==> config.mk <==
export PLATFORM = sky130hd
export DESIGN_NAME = proc_control_fsm
export DESIGN_NICKNAME = d
export VERILOG_FILES = /design/src/rtl/proc_control_fsm_pkg.sv /design/src/rtl/proc_control_fsm_dec3to8.sv /design/src/rtl/proc_control_fsm.sv
export SDC_FILE = /design/constraint.sdc
export NUM_CORES = 1
export LEC_CHECK = 0
export BUFFER_PORTS_ARGS = -buffer_cell sky130_fd_sc_hd__buf_2
export CAP_MARGIN = 20
export CELL_PAD_IN_SITES_DETAIL_PLACEMENT = 0
export CELL_PAD_IN_SITES_GLOBAL_PLACEMENT = 1
export CORE_UTILIZATION = 26
export CTS_BUF_LIST = sky130_fd_sc_hd__clkbuf_2 sky130_fd_sc_hd__clkbuf_4 sky130_fd_sc_hd__clkbuf_8
export CTS_CLUSTER_DIAMETER = 150
export DETAILED_ROUTE_END_ITERATION = 8
export PLACE_DENSITY = 0.88
export SLEW_MARGIN = 20
export SYNTH_ARGS = -nofsm -noshare
export SYNTH_HDL_FRONTEND = slang
export SYNTH_SLANG_ARGS = --single-unit
export TNS_END_PERCENT = 30
==> constraint.sdc <==
create_clock -name clk -period 2.15 [get_ports clk]
set_clock_uncertainty 0.1 [all_clocks]
set_input_delay 0.215 -clock clk [delete_from_list [all_inputs] [get_ports clk]]
set_output_delay 0.215 -clock clk [all_outputs]
set_load 0.05 [all_outputs]
==> src/rtl/proc_control_fsm_pkg.sv <==
// Shared definitions for the simple-processor control sequencer: timestep encoding,
// opcode constants and instruction-word field extraction.
package proc_control_fsm_pkg;

  localparam int unsigned OpcW  = 3;
  localparam int unsigned RegW  = 3;
  localparam int unsigned NRegs = 2 ** RegW;
  localparam int unsigned IrW   = OpcW + 2 * RegW;

  localparam logic [OpcW-1:0] OpMv  = 3'b000;
  localparam logic [OpcW-1:0] OpMvi = 3'b001;
  localparam logic [OpcW-1:0] OpAdd = 3'b010;
  localparam logic [OpcW-1:0] OpSub = 3'b011;

  typedef enum logic [1:0] {
    StT0 = 2'd0,
    StT1 = 2'd1,
    StT2 = 2'd2,
    StT3 = 2'd3
  } tstep_e;

  // Instruction word layout: III_XXX_YYY
  function automatic logic [OpcW-1:0] ir_opc(input logic [IrW-1:0] ir);
    return ir[IrW-1 -: OpcW];
  endfunction

  function automatic logic [RegW-1:0] ir_x(input logic [IrW-1:0] ir);
    return ir[2*RegW-1 -: RegW];
  endfunction

  function automatic logic [RegW-1:0] ir_y(input logic [IrW-1:0] ir);
    return ir[RegW-1:0];
  endfunction

endpackage

==> src/rtl/proc_control_fsm_dec3to8.sv <==
// 3-to-8 one-hot decoder with enable; all outputs low when disabled.
module proc_control_fsm_dec3to8
  import proc_control_fsm_pkg::*;
(
  input  logic [RegW-1:0]  sel,
  input  logic             en,
  output logic [NRegs-1:0] dec
);

  always_comb begin
    dec = '0;
    if (en) dec[sel] = 1'b1;
  end

endmodule

==> src/rtl/proc_control_fsm.sv <==
// Control sequencer for the 9-bit simple processor: steps T0..T3 per instruction and
// decodes the IR into bus-select, register-load, ALU and done strobes.
module proc_control_fsm
  import proc_control_fsm_pkg::*;
(
  input  logic             clk,
  input  logic             rst,
  input  logic             run,
  input  logic [IrW-1:0]   ir,
  output logic             ir_we,
  output logic [NRegs-1:0] r_in,
  output logic [NRegs-1:0] r_out,
  output logic             din_out,
  output logic             g_out,
  output logic             a_in,
  output logic             g_in,
  output logic             add_sub,
  output logic             done,
  output logic [1:0]       tstep
);

  tstep_e state_q, state_d;
  logic [NRegs-1:0] x_oh, y_oh;

  // Decoders are gated by reset so every register strobe is forced low while rst is high.
  proc_control_fsm_dec3to8 u_dec_x (
    .sel (ir_x(ir)),
    .en  (~rst),
    .dec (x_oh)
  );

  proc_control_fsm_dec3to8 u_dec_y (
    .sel (ir_y(ir)),
    .en  (~rst),
    .dec (y_oh)
  );

  always_ff @(posedge clk) begin
    if (rst) state_q <= StT0;
    else     state_q <= state_d;
  end

  always_comb begin
    state_d = state_q;
    ir_we   = 1'b0;
    r_in    = '0;
    r_out   = '0;
    din_out = 1'b0;
    g_out   = 1'b0;
    a_in    = 1'b0;
    g_in    = 1'b0;
    add_sub = 1'b0;
    done    = 1'b0;
    if (!rst) begin
      unique case (state_q)
        StT0: begin
          ir_we = run;
          if (run) state_d = StT1;
        end
        StT1: begin
          case (ir_opc(ir))
            OpMv: begin
              r_out   = y_oh;
              r_in    = x_oh;
              done    = 1'b1;
              state_d = StT0;
            end
            OpMvi: begin
              din_out = 1'b1;
              r_in    = x_oh;
              done    = 1'b1;
              state_d = StT0;
            end
            OpAdd, OpSub: begin
              r_out   = x_oh;
              a_in    = 1'b1;
              state_d = StT2;
            end
            default: begin
              done    = 1'b1;
              state_d = StT0;
            end
          endcase
        end
        StT2: begin
          r_out   = y_oh;
          g_in    = 1'b1;
          add_sub = ir[OpcW*2];
          state_d = StT3;
        end
        StT3: begin
          g_out   = 1'b1;
          r_in    = x_oh;
          done    = 1'b1;
          state_d = StT0;
        end
      endcase
    end
  end

  assign tstep = state_q;

endmodule
==> metrics.md, run 1 <==
| Metric | Value |
|---|---|
| Outcome | `finished with violations` |
| Failing checks | `DRC` |
| Vias in the first global route | `570` |
| Switch share | `0.4371` |
| Final wirelength | `around 1600 um` |
| Buf+Inv Stages, Crit Path | `2` |
| Clk Latency, worst-skew pair | `220 ps` |
| Layout cells sized above 1 | `0.7059` |
| Tmin final | `between 2000 and 2500 ps` |
| Cell family with most CP delay | `flip-flops` |
| Int Power | `about 0.15 mW` |
| Die Y | `roughly 45 um` |
| Period Utilization, post-route | `0.9871` |
| Lkg Pwr | `~0.38 nW` |
| Post-CTS Hold Buffers | `0` |
| Final setup vio count | `0` |
| Max-slew violations | `0` |
| GRT Total Usage | `0.1679` |
| Die Footprint | `roughly 0.002 mm2` |
| DR vias | `between 600 and 700` |
| Worst endpoint required time | `roughly 1800 ps` |
| Maxcap violations | `0` |
| Initial Util | `0.2761` |
| Pre-Repair DR Iteration Count | `5` |
| Register area share after synthesis | `0.08399` |
| P&R area growth vs syn | `101.8%` |
| Postcts setup bufs | `0` |
| Sequential Power Share | `0.174` |
| Fmax | `471.2 MHz` |
| Root Buffer Master | `clkbuf_4` |
| Pin count of the biggest net entering global routing | `10` |
| CP Cell Sequence | `inv_4 -> ha_4 -> nor2b_4 -> nand3b_1 -> o32ai_4 -> buf_6` |
| Critical path type | `reg -> out` |
| Synth Warn # | `0` |
| Clk pin slew, worst setup/hold paths | `about 30 ps` |
| Post-route ant nets | `0` |
| Hold Path Class | `in -> reg` |
| Clock power share | `0.300` |
| H-tree depth | `1` |
| VDD IR max | `about 0.36 mV` |
| Slew @ Worst Pin | `approximately 370 ps` |
| Row count | `15` |
| Bufs on Longest Clock Path | `2` |
| Global-route wire length before repair | `2504 um` |
| # DRC | `2` |
| I/O Buffers | `36` |
| Psw | `approximately 0.12 mW` |
| Yosys reg bits | `2` |
| Rel. slew slack | `0.7550` |
| Hold Vio Cnt, Final | `0` |
| Cell Area, Placed | `between 800 and 900 um2` |
| Final Cell Area | `962.2 um2` |
| Critical Path Start Type | `flip-flop` |
| Synthesized Nets | `80` |
| Clock Sink Count | `2` |
| DR WL/cell | `approximately 13 um` |
| Nets | `between 100 and 150` |
| Total negative slack | `0 ps` |
| Total core area | `0.001727 mm2` |
| Antenna Cells | `0` |
| Synth cell types | `29` |
| CP Data Arrival Time | `~1800 ps` |
| Cell count after synthesis | `63` |
| Power Dens Cells | `roughly 280 mW/mm2` |
| Mapped Avg Cell Area | `7.567 um2` |
| Worst setup EP type | `primary output` |
| Hold WS | `roughly 210 ps` |
| Post-DP HPWL | `1337 um` |
| Synth Cell Area | `476.7 um2` |
| Grt ovf | `0` |
| Via density | `4.827` |
| Comb pwr share | `0.526` |
| Slowest CP cell | `dfxtp_4` |
| # fillers | `around 170` |
| I/O pin total | `37` |
| Routability Congestion | `~0.8` |
| CTS tree | `built` |
| CTS Buf Count | `3` |
| Initial antenna violation count | `0` |
| Die Width | `approximately 45 um` |
| DRT iter0 DRCs | `9` |
| RSZ-0062 raised after global routing | `true` |
| Worst path max stage delay | `about 400 ps` |
| Crit path max fanout | `7` |
## cells by family after synthesis
group           count (synthesis)  synth area share
buf+inv                         4           0.04724
flops                           2           0.08399
compound gates                 15            0.2310
simple gates                   37            0.5065
fa+ha+maj                       5            0.1312
## area by class of cell
type | instances | area, um2 | area share
Clock buffer | 3 | 22.52 | 0.02341
Tap cell | 25 | 31.28 | 0.03251
Inverter | 3 | 13.76 | 0.01430
Multi-Input combinational cell | 57 | 605.6 | 0.6294
Timing Repair Buffer | 37 | 241.5 | 0.2510
Sequential cell | 2 | 47.55 | 0.04941
## stage by stage
step	cells	power, mW	worst slack, ps	util
2_1_floorplan	63	0.1403	31.40	-
3_3_place_gp	124	0.1765	88.10	0.4906
3_5_place_dp	124	0.1794	16.58	0.4906
4_1_cts	127	0.2745	8.069	0.5522
5_1_grt	127	0.2875	-23.83	0.5572
6_report	127	0.2723	27.72	0.5572
## power by group through the flow
stage	sequential (mW)	combinational [mW]	clock [mW]
after global routing	0.0480	0.153	0.0868
after global placement	0.0448	0.132	0
after floorplan	0.0537	0.0866	0
after CTS	0.0462	0.142	0.0866
final	0.0475	0.143	0.0817
after detailed placement	0.0449	0.135	0
## Yosys cell counts
cell type  number  area share
nor2_1          9       0.071
ha_1            5        0.13
nor3_1          4       0.042
o22ai_1         4       0.052
inv_1           3       0.024
nand2b_1        3       0.039
nand3_1         3       0.031
nand3b_1        3       0.047
o32ai_1         3       0.055
a21oi_1         2       0.021
and3_1          2       0.026
dfxtp_1         2       0.084
nor2b_1         2       0.026
o21ai_1         2       0.021
or3_4           2       0.047
a211oi_1        1       0.016
a21o_1          1       0.016
and2_1          1       0.013
and2b_1         1       0.016
and3b_2         1       0.021
buf_6           1       0.024
nand2_1         1      0.0079
nand2b_4        1       0.029
nor3b_2         1       0.026
nor4b_2         1       0.031
o211ai_1        1       0.016
o32ai_2         1       0.034
or2_2           1       0.013
or2b_2          1       0.018
## path summary, 6_finish.rpt
| check | start | end | slack, ps | cells past startpoint |
|---|---|---|---|---|
| worst min-delay path | rst | flip-flop | 210 | 2 |
| worst max-delay path | tstep[0]$_SDFFE_PP0P_ | r_out[2] | 30 | 6 |
| worst max register to register | tstep[0]$_SDFFE_PP0P_ | tstep[0]$_SDFFE_PP0P_ | 870 | 4 |
| worst min register to register | tstep[0]$_SDFFE_PP0P_ | flip-flop | 460 | 2 |
## cells in the final DEF (no fill, tap or decap), types with 2 or more instances in the layout
cell and n:
a21oi_1 2, and3_1 2, buf_2 25, buf_4 4
buf_6 7, clkbuf_4 4, dfxtp_4 2, ha_1 3
ha_4 2, nand2b_1 3, nand3_1 2, nand3b_1 3
nor2_1 8, nor3_2 4, o21ai_2 2, o22ai_2 2
o22ai_4 2, o32ai_4 4, or3_4 2
## routing by layer
| layer | share of wire | vias up | global-route usage |
|---|---|---|---|
| met5 | 0 | - | 0 |
| met4 | 0 | 0 | 0.05455 |
| met3 | 0.047 | 0 | 0 |
| met2 | 0.50 | 29 | 0.3147 |
| met1 | 0.45 | 271 | 0.2082 |
| li1 | - | 313 | - |
## worst reg2reg max path, stage by stage (launching register included)
cell	delay, ps
dfxtp_4	370
inv_4	80
ha_1	290
nor2_1	80
a211oi_1	260
## repair_timing
| action | CTS | global route |
|---|---|---|
| pin swaps | 1 | 2 |
| endpoints found under the setup margin | 11 | 8 |
| gates resized for setup | 25 | 3 |
Note: power is estimated with default switching activity, not from simulation.
==> run 2, diff against run 1 <==
--- a/config.mk
+++ b/config.mk
@@ -9,11 +9,11 @@
 export CAP_MARGIN = 20
 export CELL_PAD_IN_SITES_DETAIL_PLACEMENT = 0
 export CELL_PAD_IN_SITES_GLOBAL_PLACEMENT = 1
-export CORE_UTILIZATION = 26
+export CORE_UTILIZATION = 28
 export CTS_BUF_LIST = sky130_fd_sc_hd__clkbuf_2 sky130_fd_sc_hd__clkbuf_4 sky130_fd_sc_hd__clkbuf_8
 export CTS_CLUSTER_DIAMETER = 150
 export DETAILED_ROUTE_END_ITERATION = 8
-export PLACE_DENSITY = 0.88
+export PLACE_DENSITY = 0.94
 export SLEW_MARGIN = 20
 export SYNTH_ARGS = -nofsm -noshare
 export SYNTH_HDL_FRONTEND = slang
==> constraint.sdc (replaced) <==
create_clock -name clk -period 2.63 [get_ports clk]
set_clock_uncertainty 0.1 [all_clocks]
set_input_delay 0.263 -clock clk [delete_from_list [all_inputs] [get_ports clk]]
set_output_delay 0.263 -clock clk [all_outputs]
set_load 0.05 [all_outputs]
==> metrics.md, run 2 (synthesis gave the netlist of run 1 again) <==
| Metric | Value |
|---|---|
| Most common cell after layout, fill and taps aside | `buf_2` |
| Pre-Repair DR Iteration Count | `3` |
| Maxcap violations | `0` |
| Cell family with most CP delay | `simple AND/OR/NAND/NOR gates` |
| Hold Crit Depth | `2` |
| Clock power share | `0.344` |
| RSZ-0062 raised after global routing | `false` |
| Pin count of the biggest net entering global routing | `10` |
| Antenna Cells | `0` |
| DP Cell Count | `between 100 and 150` |
| DRT iter0 DRCs | `5` |
| Initial antenna violation count | `0` |
| Rel. slew slack | `0.6797` |
| Crit path max fanout | `7` |
| Layout cells sized above 1 | `0.5050` |
| I/O pin total | `37` |
| Initial Util | `0.3093` |
| DR WL/cell | `around 12 um` |
| Final wirelength | `around 1400 um` |
| Clock Sink Count | `2` |
| Root Buffer Master | `clkbuf_4` |
| DR vias | `between 500 and 600` |
| Most frequent cells in the layout | `buf_2, nor2_1, ha_1` |
| Resized Gates After CTS | `0` |
| CP Data Arrival Time | `between 2000 and 2500 ps` |
| Comb pwr share | `0.471` |
| Global-route wire length before repair | `2263 um` |
| CTS tree | `built` |
| Via density | `between 5 and 6` |
| Outcome | `finished clean` |
| Psw | `around 0.084 mW` |
| Hold WS | `approximately 220 ps` |
| Period Utilization, post-route | `0.9277` |
| Worst setup EP type | `primary output` |
| Post-CTS Hold Buffers | `0` |
| Lkg Pwr | `0.3575 nW` |
| Worst path max stage delay | `about 430 ps` |
| Die Footprint | `around 0.0019 mm2` |
| Worst endpoint required time | `around 2300 ps` |
| P&R area growth vs syn | `51.44%` |
| Switch share | `0.4238` |
| Postcts setup bufs | `0` |
| Clk Latency, worst-skew pair | `between 200 and 250 ps` |
| Flop2flop setup slack | `roughly 1300 ps` |
| Max-slew violations | `0` |
| H-tree depth | `1` |
| Post-route ant nets | `0` |
| Total core area | `0.001541 mm2` |
| Sequential Power Share | `0.185` |
| I/O Buffers | `36` |
| GRT Total Usage | `0.1547` |
| # DRC | `0` |
| Reg2reg end | `tstep[0]$_SDFFE_PP0P_` |
| Slew @ Worst Pin | `478.7 ps` |
| Routability Congestion | `roughly 0.76` |
| R2r worst-path depth | `5` |
| Power Dens Cells | `roughly 270 mW/mm2` |
| Hold Path Class | `in -> reg` |
| Nets | `between 100 and 150` |
| Hold Vio Cnt, Final | `0` |
| Post-Layout Cell Count | `about 120` |
| Bufs on Longest Clock Path | `2` |
| CTS Buf Count | `3` |
| Hold Path Origin | `rst` |
| VDD IR max | `approximately 0.22 mV` |
| Critical Path Start Type | `flip-flop` |
| Fmax | `a little over 400 MHz` |
| Slowest CP cell | `dfxtp_1` |
| Critical path type | `reg -> out` |
| Die Y | `about 43 um` |
| Vias in the first global route | `approximately 520` |
| Row count | `14` |
| Tmin final | `approximately 2400 ps` |
| Post-DP HPWL | `between 1000 and 1500 um` |
| Critical R2R Launch | `tstep[0]$_SDFFE_PP0P_` |
| Grt ovf | `0` |
| Final setup vio count | `0` |
| CP Cell Sequence | `inv_1 -> ha_1 -> nor2b_1 -> nand3b_1 -> o32ai_4 -> buf_2` |
| Die Width | `43.26 um` |
| Int Power | `0.1142 mW` |
| Clk pin slew, worst setup/hold paths | `about 30 ps` |
| Buf+Inv Stages, Crit Path | `2` |
[run 2: worst max path at each step]
stage / slack [ps] / endpoint / startpoint / cells past startpoint
floorplan: -180 / r_out[5] / tstep[0]$_SDFFE_PP0P_ / 5
global placement: 490 / r_out[2] / tstep[0]$_SDFFE_PP0P_ / 6
detailed placement: 430 / r_out[2] / tstep[0]$_SDFFE_PP0P_ / 6
CTS: 170 / r_out[2] / tstep[0]$_SDFFE_PP0P_ / 6
global route: 7 / r_out[7] / tstep[0]$_SDFFE_PP0P_ / 6
finish: 190 / r_out[2] / tstep[0]$_SDFFE_PP0P_ / 6
[run 2: per-stage QoR]
| step | power [mW] | setup TNS [ps] | instance area (um2) | setup slack (ps) | utilization |
|---|---|---|---|---|---|
| 3_3_place_gp | 0.1284 | 0 | 699.4 | 489.4 | 0.4537 |
| 2_1_floorplan | 0.1021 | -1429 | 510.5 | -178.8 | - |
| 3_5_place_dp | 0.1299 | 0 | 699.4 | 433.0 | 0.4537 |
| 6_report | 0.1981 | 0 | 721.9 | 190.2 | 0.4683 |
| 4_1_cts | 0.2023 | 0 | 721.9 | 171.0 | 0.4683 |
| 5_1_grt | 0.2145 | 0 | 721.9 | 6.966 | 0.4683 |
[run 2: routing by layer]
layer | GRT usage | wire length [um] | vias up
met5 | 0 | 0 | -
met4 | 0.06667 | 0 | 0
met3 | 0.01277 | 97 | 0
met2 | 0.2627 | 664 | 27
met1 | 0.1964 | 596 | 252
li1 | - | - | 315
[run 2: worst register-to-register path, cell delays in order (launching register included)]
cell and delay (ps):
dfxtp_1 430, inv_1 120, ha_1 240, nand2b_1 140, nor2_1 50, a211oi_1 190
[run 2: area by class of cell]
class | instances | area (um2)
Fill cell | 166 | 819.5
Timing Repair Buffer | 36 | 180.2
Multi-Input combinational cell | 57 | 447.9
Inverter | 3 | 11.26
Clock buffer | 3 | 22.52
Tap cell | 16 | 20.02
Sequential cell | 2 | 40.04
[run 2: power by group through the flow]
stage	logic [mW]	registers, mW	clock network, mW
final	0.0933	0.0366	0.0682
after global routing	0.102	0.0374	0.0751
after CTS	0.0937	0.0366	0.0721
after detailed placement	0.0931	0.0368	0
after global placement	0.0919	0.0365	0
after floorplan	0.0579	0.0441	0
